## src/rtl/tick_sched_pkg.sv

```systemverilog
// Package for tick_rr_sched: FSM state type, idle-counter width and the id-width helper.
// Shared by the interface, the round-robin picker and the top.
package tick_sched_pkg;

  typedef enum logic {
    ST_STOP = 1'b0,
    ST_RUN  = 1'b1
  } state_t;

  localparam int unsigned IDLE_CNT_W = 16;

  // Width of a requester index; never below 1 bit.
  function automatic int unsigned id_w(input int unsigned n);
    return (n < 2) ? 1 : $clog2(n);
  endfunction

endpackage

```

## src/rtl/tick_rr_sched_if.sv

```systemverilog
// Interface bundling the tick scheduler's control, config and grant signals.
// Ports (seen from the scheduler, modport slave):
//   en         in   run/stop level for the tick counter
//   cfg_valid  in   new period offered
//   cfg_period in   new period P (tick every P+1 cycles)
//   cfg_ready  out  period accepted when cfg_valid & cfg_ready
//   req        in   per-requester level requests
//   tick       out  combinational tick strobe
//   gnt        out  registered one-hot grant pulse
//   gnt_vld    out  registered, |gnt
//   gnt_id     out  registered index of the granted requester
//   busy       out  registered run indication
//   idle_cnt   out  idle-tick counter (only with TICK_SCHED_IDLE_CNT_EN)
// Modport master is the requester/configuration side.
interface tick_rr_sched_if
  import tick_sched_pkg::*;
#(
  parameter int unsigned N_REQ = 4,
  parameter int unsigned CNT_W = 8
) ();

  localparam int unsigned ID_W = id_w(N_REQ);

  logic             en;
  logic             cfg_valid;
  logic [CNT_W-1:0] cfg_period;
  logic             cfg_ready;
  logic [N_REQ-1:0] req;
  logic             tick;
  logic [N_REQ-1:0] gnt;
  logic             gnt_vld;
  logic [ID_W-1:0]  gnt_id;
  logic             busy;
`ifdef TICK_SCHED_IDLE_CNT_EN
  logic [IDLE_CNT_W-1:0] idle_cnt;

  modport master (
    output en, cfg_valid, cfg_period, req,
    input  cfg_ready, tick, gnt, gnt_vld, gnt_id, busy, idle_cnt
  );

  modport slave (
    input  en, cfg_valid, cfg_period, req,
    output cfg_ready, tick, gnt, gnt_vld, gnt_id, busy, idle_cnt
  );
`else
  modport master (
    output en, cfg_valid, cfg_period, req,
    input  cfg_ready, tick, gnt, gnt_vld, gnt_id, busy
  );

  modport slave (
    input  en, cfg_valid, cfg_period, req,
    output cfg_ready, tick, gnt, gnt_vld, gnt_id, busy
  );
`endif

endinterface

```

## src/rtl/rr_pick.sv

```systemverilog
// Combinational round-robin picker.
// Searches req starting at index ptr, wrapping modulo N_REQ, and returns the
// first set bit.
// Ports:
//   req     in   N_REQ  request vector
//   ptr     in   ID_W   index with highest priority (0..N_REQ-1)
//   onehot  out  N_REQ  one-hot of the chosen requester (0 when none)
//   id      out  ID_W   index of the chosen requester (0 when none)
//   any     out  1      some request was set
module rr_pick
  import tick_sched_pkg::*;
#(
  parameter int unsigned N_REQ = 4,
  parameter int unsigned ID_W  = id_w(N_REQ)
) (
  input  logic [N_REQ-1:0] req,
  input  logic [ID_W-1:0]  ptr,
  output logic [N_REQ-1:0] onehot,
  output logic [ID_W-1:0]  id,
  output logic             any
);

  always_comb begin
    logic [ID_W-1:0] idx;
    idx    = '0;
    onehot = '0;
    id     = '0;
    any    = 1'b0;
    for (int unsigned i = 0; i < N_REQ; i++) begin
      idx = ID_W'((32'(ptr) + i) % N_REQ);
      if (!any && req[idx]) begin
        any         = 1'b1;
        onehot[idx] = 1'b1;
        id          = idx;
      end
    end
  end

endmodule

```

## src/rtl/tick_rr_sched.sv

```systemverilog
// Periodic tick generator with round-robin sharing of each tick among N_REQ
// requesters (at most one grant per tick), plus the period load handshake.
// Optional feature macro: TICK_SCHED_IDLE_CNT_EN adds bus.idle_cnt, a saturating
// count of ticks that found no request (cleared on a config accept).
// Ports:
//   clk  in  clock
//   rst  in  synchronous active-high reset
//   bus  tick_rr_sched_if.slave: en, cfg_valid/cfg_period/cfg_ready, req, tick,
//        gnt, gnt_vld, gnt_id, busy (and idle_cnt when enabled)
module tick_rr_sched
  import tick_sched_pkg::*;
#(
  parameter int unsigned N_REQ      = 4,
  parameter int unsigned CNT_W      = 8,
  parameter int unsigned PERIOD_RST = 3
) (
  input logic            clk,
  input logic            rst,
  tick_rr_sched_if.slave bus
);

  localparam int unsigned ID_W = id_w(N_REQ);

  state_t           state;
  logic [CNT_W-1:0] cnt;
  logic [CNT_W-1:0] cur_period;
  logic [ID_W-1:0]  rr_ptr;

  logic             tick_int;
  logic             cfg_ready_int;
  logic             cfg_acc;
  logic             grant_ok;
  logic [N_REQ-1:0] pick_onehot;
  logic [ID_W-1:0]  pick_id;
  logic             pick_any;
  logic [ID_W-1:0]  next_ptr;

  assign tick_int      = (state == ST_RUN) && (cnt == cur_period);
  // Running: a new period is only taken at a period boundary.
  assign cfg_ready_int = (state == ST_STOP) || tick_int;
  assign cfg_acc       = bus.cfg_valid && cfg_ready_int;
  // The edge that stops the counter never grants, even on a tick.
  assign grant_ok      = tick_int && bus.en;

  assign bus.tick      = tick_int;
  assign bus.cfg_ready = cfg_ready_int;

  rr_pick #(
    .N_REQ (N_REQ),
    .ID_W  (ID_W)
  ) u_pick (
    .req    (bus.req),
    .ptr    (rr_ptr),
    .onehot (pick_onehot),
    .id     (pick_id),
    .any    (pick_any)
  );

  assign next_ptr = (pick_id == ID_W'(N_REQ - 1)) ? '0 : pick_id + ID_W'(1);

  always_ff @(posedge clk) begin
    if (rst) begin
      state       <= ST_STOP;
      cnt         <= '0;
      cur_period  <= CNT_W'(PERIOD_RST);
      rr_ptr      <= '0;
      bus.gnt     <= '0;
      bus.gnt_vld <= 1'b0;
      bus.gnt_id  <= '0;
      bus.busy    <= 1'b0;
    end else begin
      // busy follows the state with one cycle of lag.
      bus.busy    <= (state == ST_RUN);
      bus.gnt     <= '0;
      bus.gnt_vld <= 1'b0;
      bus.gnt_id  <= '0;

      if (grant_ok && pick_any) begin
        bus.gnt     <= pick_onehot;
        bus.gnt_vld <= 1'b1;
        bus.gnt_id  <= pick_id;
        rr_ptr      <= next_ptr;
      end

      unique case (state)
        ST_STOP: begin
          cnt <= '0;
          if (bus.en) state <= ST_RUN;
        end
        ST_RUN: begin
          if (!bus.en) begin
            state <= ST_STOP;
            cnt   <= '0;
          end else if (tick_int) begin
            cnt <= '0;
          end else begin
            cnt <= cnt + CNT_W'(1);
          end
        end
      endcase

      // A load restarts the period from zero; overrides the counter update above.
      if (cfg_acc) begin
        cur_period <= bus.cfg_period;
        cnt        <= '0;
      end
    end
  end

`ifdef TICK_SCHED_IDLE_CNT_EN
  always_ff @(posedge clk) begin
    if (rst) begin
      bus.idle_cnt <= '0;
    end else if (cfg_acc) begin
      bus.idle_cnt <= '0;
    end else if (grant_ok && (bus.req == '0) && (bus.idle_cnt != '1)) begin
      bus.idle_cnt <= bus.idle_cnt + IDLE_CNT_W'(1);
    end
  end
`endif

endmodule

```

## src/flat_wrapper.sv

```systemverilog
// flat-port wrapper written by rule: the top's interface ports become plain ports
module tick_rr_sched_flat import tick_sched_pkg::*;
#(
  parameter int unsigned N_REQ      = 4,
  parameter int unsigned CNT_W      = 8,
  parameter int unsigned PERIOD_RST = 3
)
  (clk, rst, bus_en, bus_cfg_valid, bus_cfg_period, bus_req, bus_cfg_ready, bus_tick, bus_gnt, bus_gnt_vld, bus_gnt_id, bus_busy);
  tick_rr_sched_if #(.N_REQ(N_REQ), .CNT_W(CNT_W)) bus_i ();
  input logic clk;
  input logic rst;
  input wire logic [$bits(bus_i.en)-1:0] bus_en;
  input wire logic [$bits(bus_i.cfg_valid)-1:0] bus_cfg_valid;
  input wire logic [$bits(bus_i.cfg_period)-1:0] bus_cfg_period;
  input wire logic [$bits(bus_i.req)-1:0] bus_req;
  output wire logic [$bits(bus_i.cfg_ready)-1:0] bus_cfg_ready;
  output wire logic [$bits(bus_i.tick)-1:0] bus_tick;
  output wire logic [$bits(bus_i.gnt)-1:0] bus_gnt;
  output wire logic [$bits(bus_i.gnt_vld)-1:0] bus_gnt_vld;
  output wire logic [$bits(bus_i.gnt_id)-1:0] bus_gnt_id;
  output wire logic [$bits(bus_i.busy)-1:0] bus_busy;
  assign bus_i.en = bus_en;
  assign bus_i.cfg_valid = bus_cfg_valid;
  assign bus_i.cfg_period = bus_cfg_period;
  assign bus_i.req = bus_req;
  assign bus_cfg_ready = bus_i.cfg_ready;
  assign bus_tick = bus_i.tick;
  assign bus_gnt = bus_i.gnt;
  assign bus_gnt_vld = bus_i.gnt_vld;
  assign bus_gnt_id = bus_i.gnt_id;
  assign bus_busy = bus_i.busy;
  tick_rr_sched #(.N_REQ(N_REQ), .CNT_W(CNT_W), .PERIOD_RST(PERIOD_RST)) u_core (.clk(clk), .rst(rst), .bus(bus_i));
endmodule
```

## config.mk

```make
export PLATFORM = sky130hd
export DESIGN_NAME = tick_rr_sched_flat
export DESIGN_NICKNAME = d
export VERILOG_FILES = /design/src/rtl/tick_sched_pkg.sv /design/src/rtl/tick_rr_sched_if.sv /design/src/rtl/rr_pick.sv /design/src/rtl/tick_rr_sched.sv /design/src/flat_wrapper.sv
export SDC_FILE = /design/constraint.sdc
export NUM_CORES = 1
export LEC_CHECK = 0
export CAP_MARGIN = 15
export CORE_MARGIN = 3
export CORE_UTILIZATION = 56
export CTS_CLUSTER_SIZE = 16
export DETAILED_ROUTE_END_ITERATION = 12
export GPL_TIMING_DRIVEN = 0
export HOLD_SLACK_MARGIN = 0.06
export PLACE_DENSITY = 0.83
export SLEW_MARGIN = 30
export SYNTH_ARGS = -nofsm -noshare
export SYNTH_HDL_FRONTEND = slang
export SYNTH_SLANG_ARGS = --single-unit
```

## constraint.sdc

```tcl
create_clock -name clk -period 5.53 [get_ports clk]
set_input_delay 1.3825 -clock clk [delete_from_list [all_inputs] [get_ports clk]]
set_output_delay 1.3825 -clock clk [all_outputs]
set_load 0.1 [all_outputs]
```

==> reports/results.ini <==
[pwr]
p_sw_mw = 0.0880
power.density_mw_per_mm2 = 185
clockPowerShare_pct = 24.2
p_leak_nw = 0.749
p_int_mw = 0.256
power_frac_seq_pct = 59.0
combinationalPowerShare_pct = 16.8
switching_share_pct = 25.6
vdd.ir_drop.worst_v = 0.000180

[timing]
finalSetupTns_ns = 0
period_share_pct = 73.7
setup_violations = 0
min_period_ns = 4.08
setup_ws_ns = 1.45
max_freq_mhz = 245
maxSlewViolCount = 0
fin_skew_ns = 0.00318
worst_slew_pin_slew_ns = 0.977
rsz0062_at_grt = false
finalHoldViolCount = 0
fin_hold_ws_ns = 0.503
slew_headroom_pct = 34.7

[clock_network]
cts-hold-fix-buffers = 0
htree_levels = 1
cts-root-buf = clkbuf_4
cts_tree = yes
clockBufferDepth = 2
clk_latency_ns = 0.32
cts.sinks = 27
cts-buffers-inserted = 3
path_clk_slew_ns = 0.14
cts_resized = 0
post_cts_buffers = 0

[logic_synthesis]
ys.warnings.count = 0
synth_top_area_share_pct = 34.5
ys_ff_latch = 27
ys_types = 39
syn_nets = 195
synthTopCellsByArea = dfxtp_1 (35%), mux2i_1 (7.7%), ha_1 (6.4%)
seq_area_frac_synth_pct = 34.5
postSynthCellCount = 171
synth_area_mm2 = 0.00157
ys.flop_type = dfxtp_1
yosys.area.top_type = dfxtp_1
synth_edf_count = 0
synthArstFlopShare_pct = 0
avgSynthCellArea_um2 = 9.15

[detailed_routing]
drtIter0Drc = 35
detail_route.wirelength_mm = 3.23
ant_nets = 0
vias = 1293
wl_met3_um = 151
dr_wl_met2_mm = 1.46
post_drt_via_cell_ratio = 5.67
first_pass_iters = 4
top_layer = met4
drc = 0
avgRoutedWirePerCell_um = 14.2
wl_met1_mm = 1.61

[place]
pre_cts_ws_ns = 1.47
place.gp.congestion = 0.818
io_buffers = 23
place_hpwl_mm = 2.52

[status]
status = finished, final reports clean

[critical_path]
endpoint = bus_cfg_ready
r2r_start = u_core.rr_ptr[0]
crit_start = u_core.cur_period[7]
cp_slowest_stage_delay_ns = 1.14
critPathBufInv = 1
critPathKind = flip-flop to output port
start_kind = flip-flop
critPathCaptureType = output port
rrSetupSlack_ns = 1.97
crit_path_frequent_cell = nand2_1
crit_chain = xor2_1 -> nor4_1 -> nand2_1 -> nand2_1 -> clkdlybuf4s50_1
arrival_ns = 2.69
worst-path-stages = 5
crit_required_ns = 4.15
r2r_end = u_core.rr_ptr[0]
crit_family = buffers and inverters
crit_fanout = 4
ff2ff_path_depth = 12
crit_path_top_delay_cell = clkdlybuf4s50_1

[min_path]
min_path_type = flip-flop to flip-flop

[die]
dieArea_mm2 = 0.00347
die_w_um = 58.9
core_area_mm2 = 0.00257
fp.dieH_um = 58.9
io_pins = 26
start_util_pct = 61.0
rows = 18

[grt]
grt_pass1_vias = 1178
grt_max_degree = 15
grt_usage_pct = 19.4
overflow = 0
grt_pass1_wl_mm = 5.22
antenna_found_initial = 0

[flow_run]
cap_viol_max_count = 0

[layout]
antenna_cells = 0
drive_gt1_share_pct = 12.1
fill_cells = 200
seq_area_um2 = 541
final_common_cell = dfxtp_1
finalNetCount = 223
final_cell_mix = dfxtp_1 (27), clkdlybuf4s50_1 (23), nor2_1 (20), nand2b_1 (13), mux2i_1 (12)
area_growth_pct = 18.8
multi_input_area_um2 = 927

==> stage by stage <==
step	cells	util, %	power, mW	area, µm²
after floorplan	171	-	0.246	1570
after global placement	224	71.4	0.262	1830
after detailed placement	224	71.4	0.264	1830
after CTS	228	72.4	0.345	1860
after global routing	228	72.4	0.360	1860
final	228	72.4	0.344	1860
==> worst min path at each step <==
stage / start / endpoint / slack [ns] / cells after the start
floorplan: u_core.cnt[0] / u_core.cnt[0] / 0.45 / 1
global placement: u_core.cnt[0] / u_core.cnt[0] / 0.47 / 1
detailed placement: u_core.cur_period[3] / u_core.cur_period[3] / 0.49 / 2
CTS: u_core.cur_period[3] / u_core.cur_period[3] / 0.51 / 2
global route: u_core.cur_period[4] / u_core.cur_period[4] / 0.54 / 2
finish: u_core.cur_period[3] / u_core.cur_period[3] / 0.50 / 2
==> power by group through the flow <==
stage	registers [mW]	clock network, mW	logic (mW)
2_1_floorplan	0.209	0	0.0370
4_1_cts	0.203	0.0844	0.0576
3_3_place_gp	0.207	0	0.0546
3_5_place_dp	0.207	0	0.0573
6_report	0.203	0.0831	0.0579
5_1_grt	0.204	0.0934	0.0629
==> Yosys cell counts (2+ instances only) <==
cell / n
a21boi_0: 2
a21oi_1: 5
a221o_2: 5
and3_1: 3
buf_2: 3
buf_4: 3
buf_6: 2
clkbuf_1: 2
dfxtp_1: 27
ha_1: 8
inv_1: 5
mux2i_1: 12
mux4_2: 2
nand2_1: 9
nand2b_1: 13
nand3_1: 9
nor2_1: 20
nor4_1: 3
o21ai_0: 5
xnor2_1: 4
xor2_1: 11
==> per-layer routing <==
metal | track usage (%) | vias to the layer above
li1 | - | 651
met1 | 27.4 | 600
met2 | 30.4 | 40
met3 | 3.95 | 2
met4 | 4.21 | 0
met5 | 0 | -
==> cells by family (layout without fill, tap and decap cells) <==
family                     after synthesis  count (layout)  share of synthesized area (%)
xor gates and xnor gates                15              15                           8.39
DFF                                     27              27                           34.5
buffers and inverters                   16              43                           6.23
and+or+nand+nor                         66              66                           22.0
AOI/OAI and AO/OA                       24              24                           11.2
muxes                                   15              15                           11.3
adders and majority gates                8               8                           6.40
==> cell type report <==
cell class | instances | share of cell area [%]
Sequential cell | 27 | 29.1
Clock buffer | 4 | 1.41
Timing Repair Buffer | 23 | 12.4
Tap cell | 30 | 2.02
Inverter | 5 | 1.01
Multi-Input combinational cell | 128 | 49.9
Buffer | 11 | 4.24
==> worst min-delay path: cells and delay by family, from the launching register on <==
| kind | cells | cell delay [ns] |
|---|---|---|
| AND/OR/NAND/NOR | 1 | 0.07 |
| flip-flops | 1 | 0.35 |
| multiplexers | 1 | 0.06 |
==> sequential cells by signal (all words and copies together) (netlist names) <==
| name | flops |
|---|---|
| u_core.cur_period | 8 |
| u_core.cnt | 8 |
| u_core.state | 1 |
| u_core.bus.gnt_vld | 1 |
| u_core.bus.gnt_id | 2 |
| u_core.bus.busy | 1 |
| u_core.bus.gnt | 4 |
| u_core.rr_ptr | 2 |
Power figures use the tool's default switching activity.
